## src/rtl/load_store_unit.sv

```systemverilog
// Byte/half/word load-store unit bridging RV32I-style requests to a word-wide
// data memory with one-cycle read latency; sub-word stores use read-modify-write.
module load_store_unit #(
  parameter int WORD_LEN = 32
) (
  input  logic                clock,
  input  logic                reset,
  input  logic                req_valid,
  output logic                req_ready,
  input  logic                req_wen,
  input  logic [2:0]          req_funct3,
  input  logic [WORD_LEN-1:0] req_addr,
  input  logic [WORD_LEN-1:0] req_wdata,
  output logic                resp_valid,
  output logic [WORD_LEN-1:0] resp_rdata,
  output logic                resp_error,
  output logic [WORD_LEN-1:0] mem_addr,
  output logic [WORD_LEN-1:0] mem_wdata,
  output logic                mem_wen,
  input  logic [WORD_LEN-1:0] mem_rdata,
  output logic [2:0]          dbg_state
);

  // Handshake: a request is taken on a rising edge where req_valid and
  // req_ready are both high; resp_valid is a single-cycle completion pulse.
  typedef enum logic [2:0] {
    IDLE    = 3'd0,
    READ    = 3'd1,
    CAPTURE = 3'd2,
    WRITE   = 3'd3,
    RESP    = 3'd4
  } state_t;

  state_t state, state_next;

  logic       wen_q;
  logic [2:0] funct3_q;
  logic [1:0] lo_q;
  logic       req_bad;

  function automatic logic bad_request(input logic wen, input logic [2:0] f3,
                                       input logic [1:0] lo);
    logic illegal, misaligned;
    illegal    = (f3 == 3'b011) || (f3 == 3'b110) || (f3 == 3'b111) ||
                 (wen && f3[2]);
    misaligned = ((f3[1:0] == 2'b01) && lo[0]) ||
                 ((f3[1:0] == 2'b10) && (lo != 2'b00));
    return illegal || misaligned;
  endfunction

  function automatic logic [31:0] load_extract(input logic [2:0] f3,
                                               input logic [1:0] lo,
                                               input logic [31:0] word);
    logic [7:0]  b;
    logic [15:0] h;
    logic [31:0] r;
    b = word[{lo, 3'b000} +: 8];
    h = lo[1] ? word[31:16] : word[15:0];
    case (f3)
      3'b000:  r = {{24{b[7]}}, b};
      3'b001:  r = {{16{h[15]}}, h};
      3'b100:  r = {24'd0, b};
      3'b101:  r = {16'd0, h};
      default: r = word;
    endcase
    return r;
  endfunction

  // Store data sits in mem_wdata from accept; its low bits feed the merge.
  function automatic logic [31:0] store_merge(input logic [2:0] f3,
                                              input logic [1:0] lo,
                                              input logic [31:0] word,
                                              input logic [31:0] data);
    logic [31:0] m;
    m = word;
    if (!f3[0])
      m[{lo, 3'b000} +: 8] = data[7:0];
    else if (lo[1])
      m[31:16] = data[15:0];
    else
      m[15:0] = data[15:0];
    return m;
  endfunction

  assign req_bad = bad_request(req_wen, req_funct3, req_addr[1:0]);

  always_comb begin
    state_next = state;
    case (state)
      IDLE: begin
        if (req_valid) begin
          if (req_bad)
            state_next = RESP;
          else if (req_wen && (req_funct3 == 3'b010))
            state_next = WRITE;
          else
            state_next = READ;
        end
      end
      READ:    state_next = CAPTURE;
      CAPTURE: state_next = wen_q ? WRITE : RESP;
      WRITE:   state_next = RESP;
      RESP:    state_next = IDLE;
      default: state_next = IDLE;
    endcase
  end

  always_ff @(posedge clock or posedge reset) begin
    if (reset) begin
      state      <= IDLE;
      wen_q      <= 1'b0;
      funct3_q   <= 3'd0;
      lo_q       <= 2'd0;
      mem_addr   <= '0;
      mem_wdata  <= '0;
      resp_rdata <= '0;
      resp_error <= 1'b0;
    end else begin
      state <= state_next;
      case (state)
        IDLE: begin
          if (req_valid) begin
            wen_q    <= req_wen;
            funct3_q <= req_funct3;
            lo_q     <= req_addr[1:0];
            mem_addr <= {req_addr[WORD_LEN-1:2], 2'b00};
            if (req_bad) begin
              resp_rdata <= '0;
              resp_error <= 1'b1;
            end else if (req_wen) begin
              mem_wdata <= req_wdata;
            end
          end
        end
        CAPTURE: begin
          if (wen_q) begin
            mem_wdata <= store_merge(funct3_q, lo_q, mem_rdata, mem_wdata);
          end else begin
            resp_rdata <= load_extract(funct3_q, lo_q, mem_rdata);
            resp_error <= 1'b0;
          end
        end
        WRITE: begin
          resp_rdata <= '0;
          resp_error <= 1'b0;
        end
        default: ;
      endcase
    end
  end

  assign req_ready  = (state == IDLE);
  assign mem_wen    = (state == WRITE);
  assign resp_valid = (state == RESP);
  assign dbg_state  = state;

endmodule

```

## config.mk

```make
export PLATFORM = sky130hd
export DESIGN_NAME = load_store_unit
export DESIGN_NICKNAME = d
export VERILOG_FILES = /design/src/rtl/load_store_unit.sv
export SDC_FILE = /design/constraint.sdc
export NUM_CORES = 1
export LEC_CHECK = 0
export ABC_AREA = 1
export BUFFER_PORTS_ARGS = -buffer_cell sky130_fd_sc_hd__buf_4
export CAP_MARGIN = 40
export CORE_ASPECT_RATIO = 1.25
export CORE_MARGIN = 3
export CORE_UTILIZATION = 25
export DETAILED_ROUTE_END_ITERATION = 12
export PLACE_DENSITY = 0.58
export SETUP_SLACK_MARGIN = 0.4
export SYNTH_ARGS = -nofsm -noshare
export SYNTH_HDL_FRONTEND = slang
export SYNTH_SLANG_ARGS = --single-unit
```

## constraint.sdc

```tcl
create_clock -name clock -period 4.3 [get_ports clock]
set_input_delay 0.86 -clock clock [delete_from_list [all_inputs] [get_ports clock]]
set_output_delay 0.86 -clock clock [all_outputs]
set_load 0.02 [all_outputs]
```

Word level (Yosys, flattened, before mapping):

Index checks and enable logic that the tools add are counted.

* add/sub/neg operators: 1
* multipliers: 0
* divide/modulo/power cells: 0
* order comparisons: 0
* equal/unequal tests: 20
* shifts and indexed selects: 3
* mux-type cells: 24
* bitwise operators: 0
* reductions and logical operators: 18

Operators by type and width (count)
* two-way mux 32 bit: 8
* one-hot mux 32 bit (4 select lines): 1
* one-hot mux 32 bit (3 select lines): 1
* one-hot mux 32 bit (2 select lines): 1
* two-way mux 16 bit: 3
* bitwise mux 32 bit: 1
* variable shift 8 x 7 -> 32 bit, first input constant: 1
* indexed part select 32 x 6 -> 8 bit: 1
* indexed part select 8 x 7 -> 32 bit: 1
* equality test 3 bit, second input constant: 5
* equality test 3 x 2 -> 1 bit, second input constant: 4
* one-hot mux 3 bit (4 select lines): 1
* two-way mux 3 bit: 3
* inequality test 2 bit, second input constant: 4
* negation 5 -> 7 bit: 1
* equality test 3 x 1 -> 1 bit, second input constant: 2
* zero test 3 bit: 2
* AND reduction 6 bit: 1
* logical OR 1 bit: 5
* AND reduction 5 bit: 1
* logical AND 1 bit: 4
* inequality test 2 x 1 -> 1 bit, second input constant: 2
* AND reduction 4 bit: 1
* nonzero test 2 bit: 2
* 8 further kinds: 10

* register bits: 104
* bits in latches: 0
* bits in writable memories: 0
* memory bits (read-only): 0
* input bits: 103
* output and inout port bits: 103
* logic and storage cells: 75
* memories kept: 0

Longest topological paths before layout:

* word-level depth: 8
* mapped depth: 11

Worst setup path after synthesis:

No wires, ideal clock.

* path kind: register to output
* start point: register state[0] (netlist: dbg_state[0])
* end point: output port resp_valid
* arrival time: 1.005 ns
* data required time: 3.440 ns
* slack: 2.435 ns
* cell stages (with the launch flop): 4
* path buffers: 0
* cells stage by stage: dfrtp_1 -> inv_2 -> nand2_2 -> nor2_1

* longest elaborated chain between the ends: 1

RTL lines
* from (decl): line 34 `state_t state, state_next;`
* from (signal assigned): line 119 `state <= state_next;`
* equality test 3 bit: line 154 `assign resp_valid = (state == RESP);`
* to (decl): line 14 `output logic resp_valid,`

No other way between the ends.

Final worst setup path:

* start point: register lo_q[1]
* end point: register mem_wdata[26]

* longest elaborated chain between the ends: 6
* elaborated cells on any way between the ends: 8
* those cells by class: add/sub: 1; shift: 2; mux: 5

RTL lines
* from (decl): line 38 `logic [1:0] lo_q;`
* from (signal assigned): line 125 `lo_q <= req_addr[1:0];`
* negation 5 -> 7 bit: line 77 `m[{lo, 3'b000} +: 8] = data[7:0];`
* indexed part select 8 x 7 -> 32 bit or variable shift 8 x 7 -> 32 bit (tied branches): line 77
* bitwise mux 32 bit: line 77
* two-way mux 32 bit (*): line 76 `if (!f3[0])`
* two-way mux 32 bit (*): line 136 `if (wen_q) begin`
* one-hot mux 32 bit (2 select lines) (*): line 120 `case (state)`
* to (signal assigned): line 131 `mem_wdata <= req_wdata;`
* to (signal assigned): line 137 `mem_wdata <= store_merge(funct3_q, lo_q, mem_rdata, mem_wdata);`
* to (decl): line 18 `output logic [WORD_LEN-1:0] mem_wdata,`

Every way passes the cells marked *; elsewhere a longest branch is shown, timed or not. The select of a mux whose other input is x is not followed.
A chain may end at the register's enable or synchronous reset.

==> metrics.csv <==
stage;metric;value;unit
outcome;status;complete, no violations;
synth;post-synth-top-count-cell;nand2_1;
pwr;leakage;4.16;nW
die;dieArea;26000;um^2
clock_network;cts_tree;done;
synth;synth_common_cells;nand2_1, dfrtp_1, nand3_1, o21ai_0, inv_1;
synth;ys_ff_latch;104;
clock_network;post_cts_buffers;0;
clock_network;clkLatencyLatePin;360;ps
synth;async_flop_share;1.00;
clock_network;clock_sinks;104;
global_routing;antenna_found_initial;1;
layout;syn2layout_area_growth;34.9;%
die;rows;62;
detailed_routing;ant_nets;0;
place;dp_cells;1262;
synth;synthCells;774;
detailed_routing;avgViaCountPerCell;4.62;
clock_network;cts_buffers;9;
global_routing;track_usage;0.169;
synth;synth_cell_types;37;
synth;ys_warn_count;0;
pwr;seq_power_share;0.313;
clock_network;cts-hold-fix-buffers;0;
detailed_routing;dr.pass1.iters;5;
pwr;p_per_area;682;nW/um^2
sta;finalSetupTns;0;ps
synth;postSynthAreaPerCell;7.77;um^2
sta;fin_crit_sh;0.588;
place;dp_hpwl;17.0;mm
detailed_routing;first_iter_violations;401;
place;gp_congestion;0.853;
layout;multiInputGateArea;3010;um^2
synth;synth_edf_count;0;
pwr;p_sw;0.00255;W
setup_path;endpoint_kind;flop;
pwr;ir_drop;0.000248;V
detailed_routing;post_drt_wl_per_cell;17.2;um
sta;clock.fmax;395;MHz
setup_path;cp.arrival;2830;ps
sta;finClkSkew;9.88;ps
synth;synth_top_area_cell;dfrtp_1;
die;fp.dieW;145;um
worst_hold_path;holdCritPathClass;in2async;
place;io_buffers;203;
pwr;swShare;0.460;
clock_network;htree_levels;3;
global_routing;grt_pass1_vias;5735;
die;chipHeight;179;um
sta;maxSlewViolCount;0;
sta;rsz0062_at_grt;false;
layout;drive_gt1_frac;0.334;
clock_network;clk_pin_slew;80;ps
pwr;p_int;0.00299;W
pwr;clock_power_share;0.171;
layout;fin_cells;1279;
setup_path;critical_path_class;reg2reg;
synth;yosysTopAreaCellShare;0.433;
sta;finalSetupViolCount;0;
sta;slew_headroom;0.453;
synth;synthFlopType;dfrtp_1;
setup_path;required;4600;ps
die;boundaryPins;206;
layout;ff_latch_area;2600;um^2
clock_network;cts_buffer_depth;2;
pwr;combPwrFrac;0.516;
global_routing;grt_start_max_net_pins;53;
synth;netlist_area;6010;um^2
layout;fin_nets;1061;
sta;hold_viol_final;0;
die;start_util;0.258;
sta;tightest_slew;819;ps
clock_network;clockRootBuffer;clkbuf_16;
global_routing;overflow;0;
detailed_routing;via_count;5915;
sta;period_minus_slack;2530;ps
synth;ys_seq_area_frac;0.433;
clock_network;cts_resized;0;
run;maxCapViolations;0;
setup_path;worstSetupStartpointType;flop;
detailed_routing;route.detailed.drc;0;
detailed_routing;wirelength;22.1;mm
synth;synthTopCellsByArea;dfrtp_1, nand2_1, nand3_1;
die;coreArea;23300;um^2
global_routing;grt_pass1_wl;33.5;mm
setup_path;critPathMaxFanout;25;
layout;fillers;2499;
[logic make-up after synthesis]
family / Yosys count / synth area share
flip-flops: 104 / 0.433
multiplexers: 31 / 0.0581
other: 1 / 0.000624
AND/OR/NAND/NOR: 448 / 0.340
adder cells (fa/ha/maj): 5 / 0.0104
buffers and inverters: 88 / 0.0676
AO/OA/AOI/OAI: 97 / 0.0903
[layer usage]
| metal | GRT usage | vias to the layer above | wire [um] |
|---|---|---|---|
| met1 | 0.229 | 2782 | 9260 |
| met4 | 0.0579 | 0 | 534 |
| met5 | 0 | - | 0 |
| li1 | - | 2871 | - |
| met3 | 0.0332 | 28 | 1580 |
| met2 | 0.270 | 234 | 10700 |
[critical path, stage by stage, from the launching register on]
cell,delay (ps)
dfrtp_1,860
inv_2,260
ha_1,270
inv_1,360
nand3_1,170
o21ai_0,200
nand3_1,120
nand2_1,100
nand2_1,50
nand2_1,90
[power groups by stage]
stage / clock network [W] / registers [W] / logic [W]
CTS: 0.000973 / 0.00174 / 0.00288
finish: 0.000947 / 0.00173 / 0.00285
global placement: 0 / 0.00174 / 0.00285
global route: 0.00101 / 0.00179 / 0.00312
floorplan: 0 / 0.00205 / 0.00148
detailed placement: 0 / 0.00175 / 0.00288
[registers in the layout (all words and copies together) (netlist names)]
register	cells
resp_error	1
lo_q	2
wen_q	1
mem_addr	30
funct3_q	3
dbg_state	3
resp_rdata	32
mem_wdata	32
[cells in the final DEF (no fill, tap or decap), types with 4 or more instances in the layout]
master	count
buf_4	208
or2_2	26
o21ai_0	46
mux2_2	22
nand3_1	78
nand4_1	9
nand2_1	262
inv_1	37
nor3_1	7
inv_6	4
clkbuf_16	9
nor2_1	26
o22ai_1	15
mux2_1	9
o21a_1	8
dfrtp_1	104
a21oi_1	24
nor2_4	5
inv_2	6
nand2_2	26
ha_1	5
[metrics by stage]
| step | power (W) | hold WS, ps | util | worst slack (ps) | area, um^2 |
|---|---|---|---|---|---|
| 5_1_grt | 0.00592 | 493 | 0.347 | 1510 | 8110 |
| 2_1_floorplan | 0.00353 | 494 | - | 708 | 6020 |
| 3_5_place_dp | 0.00463 | 470 | 0.333 | 1590 | 7780 |
| 4_1_cts | 0.00559 | 475 | 0.347 | 1770 | 8110 |
| 3_3_place_gp | 0.00459 | 469 | 0.332 | 1630 | 7750 |
| 6_report | 0.00553 | 473 | 0.347 | 1770 | 8110 |
[area by class of cell]
cell class	count	area share
clock buffer	9	0.0278
timing repair buffer	209	0.196
clock inverter	7	0.0131
inverter	46	0.0219
tap	320	0.0494
sequential	104	0.321
multi-input combinational	583	0.371
antenna	1	0.000308
[worst paths after layout]
| kind | start | to | slack (ps) | cells after the start |
|---|---|---|---|---|
| setup / recovery | lo_q[1] | mem_wdata[26] | 1770 | 9 |
| setup reg to reg | lo_q[1] | mem_wdata[26] | 1770 | 9 |
| max in group asynchronous | reset | resp_rdata[11] | 2930 | 4 |
| hold reg to reg | resp_error | resp_error | 480 | 2 |
| min in group clock | resp_error | resp_error | 480 | 2 |
| hold / removal | reset | mem_addr[23] | 470 | 2 |
No activity file was read; power rests on OpenSTA's default activity.
